`src/rtl/ram_arbiter_if.sv`:
```
// Bus bundle for ram_arbiter: instruction-fetch port A, load/store port B,
// and the byte-wide RAM side. The arbiter uses the slave modport.
interface ram_arbiter_if;
    logic        a_req;
    logic [9:0]  a_address;
    logic [31:0] a_data_out;
    logic        a_ack;

    logic        b_req;
    logic        b_write;
    logic [1:0]  b_size;
    logic [9:0]  b_address;
    logic [31:0] b_data_in;
    logic [31:0] b_data_out;
    logic        b_ack;

    logic [9:0]  ram_address;
    logic [7:0]  ram_data_in;
    logic [7:0]  ram_data_out;
    logic        ram_write_enable;

    modport slave (
        input  a_req, a_address, b_req, b_write, b_size, b_address, b_data_in,
               ram_data_out,
        output a_data_out, a_ack, b_data_out, b_ack,
               ram_address, ram_data_in, ram_write_enable
    );

    modport master (
        output a_req, a_address, b_req, b_write, b_size, b_address, b_data_in,
               ram_data_out,
        input  a_data_out, a_ack, b_data_out, b_ack,
               ram_address, ram_data_in, ram_write_enable
    );
endinterface

```
`src/rtl/ram_arbiter.sv`:
```
// Two-port arbiter serialising 32-bit fetches (A) and byte/half/word loads and
// stores (B) onto a 1 KiB byte-wide RAM. RAM_ARB_ROUND_ROBIN_EN selects round-robin ties.
module ram_arbiter (
    input  logic         clk,
    input  logic         reset,
    ram_arbiter_if.slave bus
);
    typedef enum logic [1:0] {IDLE, ACCESS, FINISH, ACK} state_e;

    state_e      state_q, state_d;
    logic        port_b_q, port_b_d;
    logic        wr_q, wr_d;
    logic [9:0]  addr_q, addr_d;
    logic [31:0] wdata_q, wdata_d;
    logic [2:0]  n_q, n_d;
    logic [2:0]  idx_q, idx_d;
    logic [31:0] rdata_q, rdata_d;
    logic [31:0] a_data_q, a_data_d;
    logic [31:0] b_data_q, b_data_d;
    logic        a_ack_q, a_ack_d;
    logic        b_ack_q, b_ack_d;
    logic        we_q, we_d;
    logic [9:0]  ram_addr_q, ram_addr_d;
    logic [7:0]  ram_din_q, ram_din_d;

    logic        tie_b;
    logic        grant_b;
    logic [2:0]  idx_nxt;
    logic [1:0]  prev_bi;
    logic [31:0] rd_byte;

`ifdef RAM_ARB_ROUND_ROBIN_EN
    logic last_b_q, last_b_d;
    assign tie_b = !last_b_q;
`else
    assign tie_b = 1'b1;
`endif

    // RAM byte arriving now belongs to the address presented one cycle earlier.
    assign idx_nxt = idx_q + 3'd1;
    assign prev_bi = idx_q[1:0] - 2'd1;
    assign rd_byte = 32'(bus.ram_data_out) << {prev_bi, 3'b000};

    always_comb begin
        state_d    = state_q;
        port_b_d   = port_b_q;
        wr_d       = wr_q;
        addr_d     = addr_q;
        wdata_d    = wdata_q;
        n_d        = n_q;
        idx_d      = idx_q;
        rdata_d    = rdata_q;
        a_data_d   = a_data_q;
        b_data_d   = b_data_q;
        a_ack_d    = 1'b0;
        b_ack_d    = 1'b0;
        we_d       = we_q;
        ram_addr_d = ram_addr_q;
        ram_din_d  = ram_din_q;
        grant_b    = 1'b0;
`ifdef RAM_ARB_ROUND_ROBIN_EN
        last_b_d   = last_b_q;
`endif
        case (state_q)
            IDLE: begin
                if (bus.a_req || bus.b_req) begin
                    grant_b  = bus.b_req && (!bus.a_req || tie_b);
                    port_b_d = grant_b;
                    wr_d     = grant_b && bus.b_write;
                    addr_d   = grant_b ? bus.b_address : bus.a_address;
                    wdata_d  = grant_b ? bus.b_data_in : 32'd0;
                    if (grant_b) begin
                        case (bus.b_size)
                            2'd0:    n_d = 3'd1;
                            2'd1:    n_d = 3'd2;
                            default: n_d = 3'd4;
                        endcase
                    end else begin
                        n_d = 3'd4;
                    end
                    idx_d      = 3'd0;
                    rdata_d    = 32'd0;
                    ram_addr_d = addr_d;
                    we_d       = wr_d;
                    ram_din_d  = wdata_d[7:0];
                    state_d    = ACCESS;
`ifdef RAM_ARB_ROUND_ROBIN_EN
                    last_b_d   = grant_b;
`endif
                end
            end
            ACCESS: begin
                idx_d = idx_nxt;
                if (!wr_q && idx_q != 3'd0)
                    rdata_d = rdata_q | rd_byte;
                if (idx_nxt == n_q) begin
                    state_d   = FINISH;
                    we_d      = 1'b0;
                    ram_din_d = 8'd0;
                end else begin
                    ram_addr_d = addr_q + {7'd0, idx_nxt};
                    we_d       = wr_q;
                    ram_din_d  = 8'(wdata_q >> {idx_nxt[1:0], 3'b000});
                end
            end
            FINISH: begin
                if (!wr_q) begin
                    if (port_b_q) b_data_d = rdata_q | rd_byte;
                    else          a_data_d = rdata_q | rd_byte;
                end
                a_ack_d = !port_b_q;
                b_ack_d = port_b_q;
                state_d = ACK;
            end
            default: state_d = IDLE;
        endcase
    end

    always_ff @(posedge clk) begin
        if (reset) begin
            state_q    <= IDLE;
            port_b_q   <= 1'b0;
            wr_q       <= 1'b0;
            addr_q     <= 10'd0;
            wdata_q    <= 32'd0;
            n_q        <= 3'd0;
            idx_q      <= 3'd0;
            rdata_q    <= 32'd0;
            a_data_q   <= 32'd0;
            b_data_q   <= 32'd0;
            a_ack_q    <= 1'b0;
            b_ack_q    <= 1'b0;
            we_q       <= 1'b0;
            ram_addr_q <= 10'd0;
            ram_din_q  <= 8'd0;
`ifdef RAM_ARB_ROUND_ROBIN_EN
            last_b_q   <= 1'b0;  // A counts as most recent, so B wins the first tie
`endif
        end else begin
            state_q    <= state_d;
            port_b_q   <= port_b_d;
            wr_q       <= wr_d;
            addr_q     <= addr_d;
            wdata_q    <= wdata_d;
            n_q        <= n_d;
            idx_q      <= idx_d;
            rdata_q    <= rdata_d;
            a_data_q   <= a_data_d;
            b_data_q   <= b_data_d;
            a_ack_q    <= a_ack_d;
            b_ack_q    <= b_ack_d;
            we_q       <= we_d;
            ram_addr_q <= ram_addr_d;
            ram_din_q  <= ram_din_d;
`ifdef RAM_ARB_ROUND_ROBIN_EN
            last_b_q   <= last_b_d;
`endif
        end
    end

    assign bus.a_data_out       = a_data_q;
    assign bus.b_data_out       = b_data_q;
    assign bus.a_ack            = a_ack_q;
    assign bus.b_ack            = b_ack_q;
    assign bus.ram_write_enable = we_q;
    assign bus.ram_address      = ram_addr_q;
    assign bus.ram_data_in      = ram_din_q;
endmodule

```
`src/flat_wrapper.sv`:
```
// flat-port wrapper written by rule: the top's interface ports become plain ports
module ram_arbiter_flat 
  (clk, reset, bus_a_req, bus_a_address, bus_b_req, bus_b_write, bus_b_size, bus_b_address, bus_b_data_in, bus_ram_data_out, bus_a_data_out, bus_a_ack, bus_b_data_out, bus_b_ack, bus_ram_address, bus_ram_data_in, bus_ram_write_enable);
  ram_arbiter_if bus_i ();
  input  logic clk;
  input  logic reset;
  input wire logic [$bits(bus_i.a_req)-1:0] bus_a_req;
  input wire logic [$bits(bus_i.a_address)-1:0] bus_a_address;
  input wire logic [$bits(bus_i.b_req)-1:0] bus_b_req;
  input wire logic [$bits(bus_i.b_write)-1:0] bus_b_write;
  input wire logic [$bits(bus_i.b_size)-1:0] bus_b_size;
  input wire logic [$bits(bus_i.b_address)-1:0] bus_b_address;
  input wire logic [$bits(bus_i.b_data_in)-1:0] bus_b_data_in;
  input wire logic [$bits(bus_i.ram_data_out)-1:0] bus_ram_data_out;
  output wire logic [$bits(bus_i.a_data_out)-1:0] bus_a_data_out;
  output wire logic [$bits(bus_i.a_ack)-1:0] bus_a_ack;
  output wire logic [$bits(bus_i.b_data_out)-1:0] bus_b_data_out;
  output wire logic [$bits(bus_i.b_ack)-1:0] bus_b_ack;
  output wire logic [$bits(bus_i.ram_address)-1:0] bus_ram_address;
  output wire logic [$bits(bus_i.ram_data_in)-1:0] bus_ram_data_in;
  output wire logic [$bits(bus_i.ram_write_enable)-1:0] bus_ram_write_enable;
  assign bus_i.a_req = bus_a_req;
  assign bus_i.a_address = bus_a_address;
  assign bus_i.b_req = bus_b_req;
  assign bus_i.b_write = bus_b_write;
  assign bus_i.b_size = bus_b_size;
  assign bus_i.b_address = bus_b_address;
  assign bus_i.b_data_in = bus_b_data_in;
  assign bus_i.ram_data_out = bus_ram_data_out;
  assign bus_a_data_out = bus_i.a_data_out;
  assign bus_a_ack = bus_i.a_ack;
  assign bus_b_data_out = bus_i.b_data_out;
  assign bus_b_ack = bus_i.b_ack;
  assign bus_ram_address = bus_i.ram_address;
  assign bus_ram_data_in = bus_i.ram_data_in;
  assign bus_ram_write_enable = bus_i.ram_write_enable;
  ram_arbiter u_core (.clk(clk), .reset(reset), .bus(bus_i));
endmodule
```
`config.mk`:
```
export PLATFORM = sky130hd
export DESIGN_NAME = ram_arbiter_flat
export DESIGN_NICKNAME = d
export VERILOG_FILES = /design/src/rtl/ram_arbiter_if.sv /design/src/rtl/ram_arbiter.sv /design/src/flat_wrapper.sv
export SDC_FILE = /design/constraint.sdc
export NUM_CORES = 1
export LEC_CHECK = 0
export ABC_AREA = 1
export BUFFER_PORTS_ARGS = -buffer_cell sky130_fd_sc_hd__buf_2
export CORE_MARGIN = 1.5
export CORE_UTILIZATION = 59
export CTS_CLUSTER_DIAMETER = 100
export DETAILED_ROUTE_END_ITERATION = 8
export PLACE_DENSITY = 0.86
export SYNTH_ARGS = -nofsm -noshare
export SYNTH_HDL_FRONTEND = slang
export SYNTH_SLANG_ARGS = --single-unit
```
`constraint.sdc`:
```
create_clock -name clk -period 4.5 [get_ports clk]
set_input_delay 0.225 -clock clk [delete_from_list [all_inputs] [get_ports clk]]
set_output_delay 0.225 -clock clk [all_outputs]
set_load 0.01 [all_outputs]
```
-- Yosys cells after proc, flatten, opt, wreduce, memory -nomap -nowiden
Index checks and enable logic that the tools add are counted.
- output and inout bits: 85
- flip-flop bits (word level): 169
- logic and storage cells: 70
- shifts and indexed selects: 2
- bitwise operators: 4
- add/sub/neg operators: 3
- muxes and demuxes: 21
- eq/ne operators: 8
- reduce and logical (&&, ||, !) cells: 17
- operators by type and width (kind ; number):
    32-bit two-way mux ; 3
    32-bit case mux with 2 select lines ; 1
    32-bit bitwise OR ; 1
    8-bit by 5-bit left shift with 32-bit output ; 1
    32-bit by 5-bit right shift with 8-bit output ; 1
    10-bit two-way mux ; 3
    10-bit case mux with 2 select lines ; 1
    8-bit two-way mux ; 2
    8-bit case mux with 2 select lines ; 1
    3-bit case mux with 2 select lines ; 2
    3-bit AND reduction ; 4
    10-bit by 3-bit adder with 10-bit output ; 1
    3-bit two-way mux ; 2
    2-bit by 1-bit != test with 1-bit output (second input constant) ; 3
    2-bit case mux with 3 select lines ; 1
    2-bit AND reduction ; 3
    2-bit by 1-bit == test with 1-bit output (second input constant) ; 2
    2-bit zero test ; 2
    2-bit two-way mux ; 2
    3-bit by 1-bit adder with 3-bit output (second input constant) ; 1
    3-bit == test ; 1
    1-bit inverter ; 3
    3-bit nonzero test ; 1
    2-bit == test (second input constant) ; 1
    9 further kinds ; 12

-- Depth between registers and ports, before layout
- depth in word-level cells: 5
- depth in mapped cells: 17
- mapped depth without buffers: 13

-- Worst setup path before layout
OpenSTA, ideal clock, no wires.
- kind: reg2reg
- start: register u_core.idx_q[0]
- end: register u_core.ram_addr_q[6] (netlist: u_core.bus.ram_address[6])
- cell stages (with the launch flop): 17
- data arrival time: 2.314 ns
- setup time: 0.116 ns
- data required time: 4.384 ns
- path buffers: 4
- setup slack: 2.070 ns
- cells stage by stage: dfxtp_1 > buf_4 > inv_2 > buf_2 > ha_1 > buf_4 > inv_1 > buf_2 > fa_1 > inv_1 > nand2_1 > nand2_1 > nand4_1 > nand3_1 > o21ai_0 > nor2_1 > nor2_1
- longest elaborated chain between the ends: 4
- elaborated cells between the ends (all ways): 7
- classes of those cells: add/sub: 2; eq/ne: 2; mux: 2; reduce/logical: 1
- ends and longest elaborated chain (element ; line ; text):
    from (decl) ; ram_arbiter.sv:16 ; logic [2:0] idx_q, idx_d;
    from (signal assigned) ; ram_arbiter.sv:146 ; idx_q <= idx_d;
    3-bit by 1-bit adder with 3-bit output * ; ram_arbiter.sv:40 ; assign idx_nxt = idx_q + 3'd1;
    10-bit by 3-bit adder with 10-bit output or 3-bit == test (tied branches) ; ram_arbiter.sv:101, ram_arbiter.sv:96 ;
    10-bit two-way mux or 2-bit != test (tied branches) ; -- ;
    10-bit case mux with 2 select lines or 3-bit AND reduction (tied branches) ; -- ;
    to (signal assigned) ; ram_arbiter.sv:153 ; ram_addr_q <= ram_addr_d;
    to (decl) ; ram_arbiter.sv:23 ; logic [9:0] ram_addr_q, ram_addr_d;
Every way passes the cells marked *; elsewhere a longest branch is shown, timed or not. The select of a mux whose other input is x is not followed.
A chain may end at the register's enable or synchronous reset.

-- Worst setup path after layout
- start: register u_core.idx_q[0]
- end: register u_core.ram_addr_q[5] (netlist: u_core.bus.ram_address[5])
The elaborated chain is that of the path after synthesis.

==> results by group <==
Status
  • Status: completed

Yosys
  • Largest family of logic cells by synthesized area: compound AO/OA/AOI/OAI gates
  • Distinct cell type count after synthesis: 33
  • Post-synthesis sequential area ratio: a little under half
  • Predominant post-synthesis flop cell: dfxtp_1
  • Adder-cell share of the synthesized area: 1.65%
  • Synth top cells by count: 169 x dfxtp_1, 162 x a21oi_1, 150 x nand2_1, 137 x o21ai_0, 91 x inv_1
  • Syn avg cell area: 7.67 µm²
  • Xor/xnor share of the synthesized area: 0%
  • Synth Area in Simple Gates: 14.0%
  • Leading area contributor after synthesis: dfxtp_1
  • Mapped Area: around 0.0073 mm²
  • Mapped Cells: approximately 950
  • Ys async rst share: 0%
  • Seq cells post-synth: roughly 170
  • Top post-synthesis cells by area: dfxtp_1 47%, a21oi_1 11%, o21ai_0 9.4%
  • Post-synthesis compound-gate area fraction: ~28%
  • Synth Net Count: between 1k and 1.5k
  • Number of flops mapped to enable cells by yosys: 0
  • Count leader, synth: dfxtp_1
  • Syn. warnings: 0
  • Top-area cell type share of the netlist area: a little under half
  • Post-synthesis mux area share: 0.758%

Detailed routing
  • Iteration-0 DRC Markers: between 600 and 700
  • Vias per inst: about 5.6
  • WL per Instance: 15.0 µm
  • Final wirelength: about 18000 µm
  • First drt pass iteration count: 5
  • Final ANT Viol Nets: 0
  • Vias: slightly below 7k
  • DRC viols: 0

Clocking
  • Post-CTS Setup Bufs: 0
  • Htree depth: 4
  • Root Buffer: clkbuf_16
  • CTS tree: done
  • # hold bufs at CTS: 0
  • Clock-pin slew of the registers on the worst-case setup and hold paths: about 0.06 ns
  • Maximum clock path buffer count: 2
  • Sink Count: ~170
  • Latest clock arrival within the worst-skew pair: 0.43 ns
  • Cts bufs inserted: 17
  • PostCTS Resize Cnt: 0

Critical path
  • CP Class: reg -> reg
  • Worst-path maximum fanout: 27
  • Critical Path RT: between 4 and 5 ns
  • Worst Setup End Kind: flip-flop
  • Worst Path Arrival: 3.21 ns
  • Critical Path Start Type: flip-flop

STA
  • Final WS setup: around 1.6 ns
  • Max Freq: between 0.3 and 0.4 GHz
  • Max-slew violation count: 0
  • Skew final: roughly 0.011 ns
  • RSZ-0062 raised after global routing: false
  • Final setup violation count: 0
  • Worst-Margin Slew: approximately 1.2 ns
  • Fin crit period: 2.85 ns
  • Slew headroom: between 20 and 25%
  • Final hold vios: 0
  • Total negative slack: 0 ns
  • Final Cycle Share: between 60% and 70%

Placement
  • Final Wtd Congestion: between 0.8 and 0.9
  • Detailed placement HPWL: approximately 12000 µm
  • Port Buffers: about 150
  • Post-placement setup slack: between 1.5 and 2 ns
  • Placed Cells: between 1k and 1.5k

Hold path
  • Hold Crit Class: in -> reg

Cells and area
  • FF+latch area: around 0.0034 mm²
  • Filler instances: between 900 and 1k
  • Share of layout cells above drive strength 1: 21.3%
  • Layout net count: approximately 1.1k
  • Synthesis-to-finish area growth: 17.6%
  • Multi-input logic area: roughly 0.0032 mm²
  • Finished Layout Cells: 1216
  • Ant diodes: 0

Die
  • Area of the die: ~0.013 mm²
  • Die height: 114 µm
  • IO Pins: 152
  • Core Rows: 40
  • Initial Util: between 60% and 70%
  • Core ar.: around 0.012 mm²
  • Die width: roughly 110 µm

Global route
  • Total GRT Usage: approximately 28%
  • Remaining Overflow, GRT: 0
  • Initial antenna violation count: 0
  • Largest net degree at the start of global routing: between 80 and 90
  • Number of global-route vias before repair: approximately 6.2k
  • First-pass GRT wire length: approximately 30000 µm

Power and ir drop
  • Clk pwr share: 24.3%
  • Flop pwr share: a little over a third
  • Combinational power share: 40.3%
  • LEAKAGE: about 0.0037 µW
  • Peak VDD IR: 0.000315 V
  • Sw power: around 2400 µW
  • Internal: roughly 3500 µW
  • Total chip power: 5890 µW
  • Switching portion of total power: 40.8%
  • Power density over the cells: 689 mW/mm²

Job
  • Max-cap violations: 0
through the flow:
stage | hold WS [ns] | cell area, µm² | utilization, %
after detailed placement | 0.451 | 7970 | 66.3
final | 0.0492 | 8550 | 71.2
after global routing | 0.0463 | 8550 | 71.2
after CTS | 0.0406 | 8550 | 71.2
after global placement | 0.442 | 7970 | 66.3
after floorplan | 0.374 | 7270 | -
registers in the layout (all words and copies together) (netlist names), 2 cells and up:
register	flops
u_core.bus.a_data_out	32
u_core.bus.ram_address	10
u_core.bus.ram_data_in	8
u_core.rdata_q	32
u_core.wdata_q	32
u_core.state_q	2
u_core.idx_q	3
u_core.bus.b_data_out	32
u_core.addr_q	10
u_core.n_q	3
cells by family (layout without fill, tap and decap cells):
kind of cell,Yosys count,count (layout)
compound gates,354,354
simple gates,245,245
flops,169,169
buf+inv,166,287
fa+ha+maj,9,9
mux,5,5
cell type report:
cell class	instances	share of cell area (%)
clock buffers	22	5.43
clock inverters	10	1.39
inverters	96	4.21
multi-input cells	613	37.6
flip-flops and latches	169	39.6
well taps	147	2.15
repair buffers	159	9.69
power groups by stage:
| stage | Combinational, µW | Clock, µW | Sequential [µW] |
|---|---|---|---|
| final | 2370 | 1440 | 2090 |
| after CTS | 2350 | 1450 | 2080 |
| after floorplan | 1680 | 0 | 2170 |
| after global routing | 2640 | 1520 | 2120 |
| after global placement | 2270 | 0 | 2100 |
| after detailed placement | 2320 | 0 | 2100 |
critical path: stages (launching register included):
cell and delay, ns:
dfxtp_1 0.32, inv_2 0.34, ha_1 0.32, inv_1 0.59, nand2_1 0.10, nand2_1 0.09
nor2_1 0.06, nand3_1 0.07, nand2_1 0.27, inv_1 0.34, o21ai_0 0.13, nor2_1 0.14
layout by cell type, fill, tap and decap left out, types with 5 or more instances in the layout:
cell       instances
ha_1               7
a31oi_1            9
o22ai_1            9
inv_1             90
a21oi_1          162
buf_2            151
a211oi_2          22
o21ai_0          137
buf_4              7
dfxtp_1          169
nand3_1           45
o21bai_1           8
clkbuf_16         17
nor2_1            38
nand2_1          149
inv_2              5
final timing paths:
| path | start | to | slack [ns] | cells after the start |
|---|---|---|---|---|
| worst min-delay path | bus_b_data_in[12] | u_core.wdata_q[12] | 0.05 | 3 |
| worst max register to register | u_core.idx_q[0] | u_core.bus.ram_address[5] | 1.65 | 11 |
| worst max-delay path | u_core.idx_q[0] | u_core.bus.ram_address[5] | 1.65 | 11 |
| worst min register to register | u_core.rdata_q[0] | u_core.rdata_q[0] | 0.46 | 2 |
layer usage:
layer	track usage [%]	share of wire, %	vias up
met5	0	0	-
met1	40.1	46	3101
li1	-	-	3400
met3	5.84	7.2	24
met4	9.08	1.2	0
met2	43.9	46	287
No activity file was read; power rests on OpenSTA's default activity.
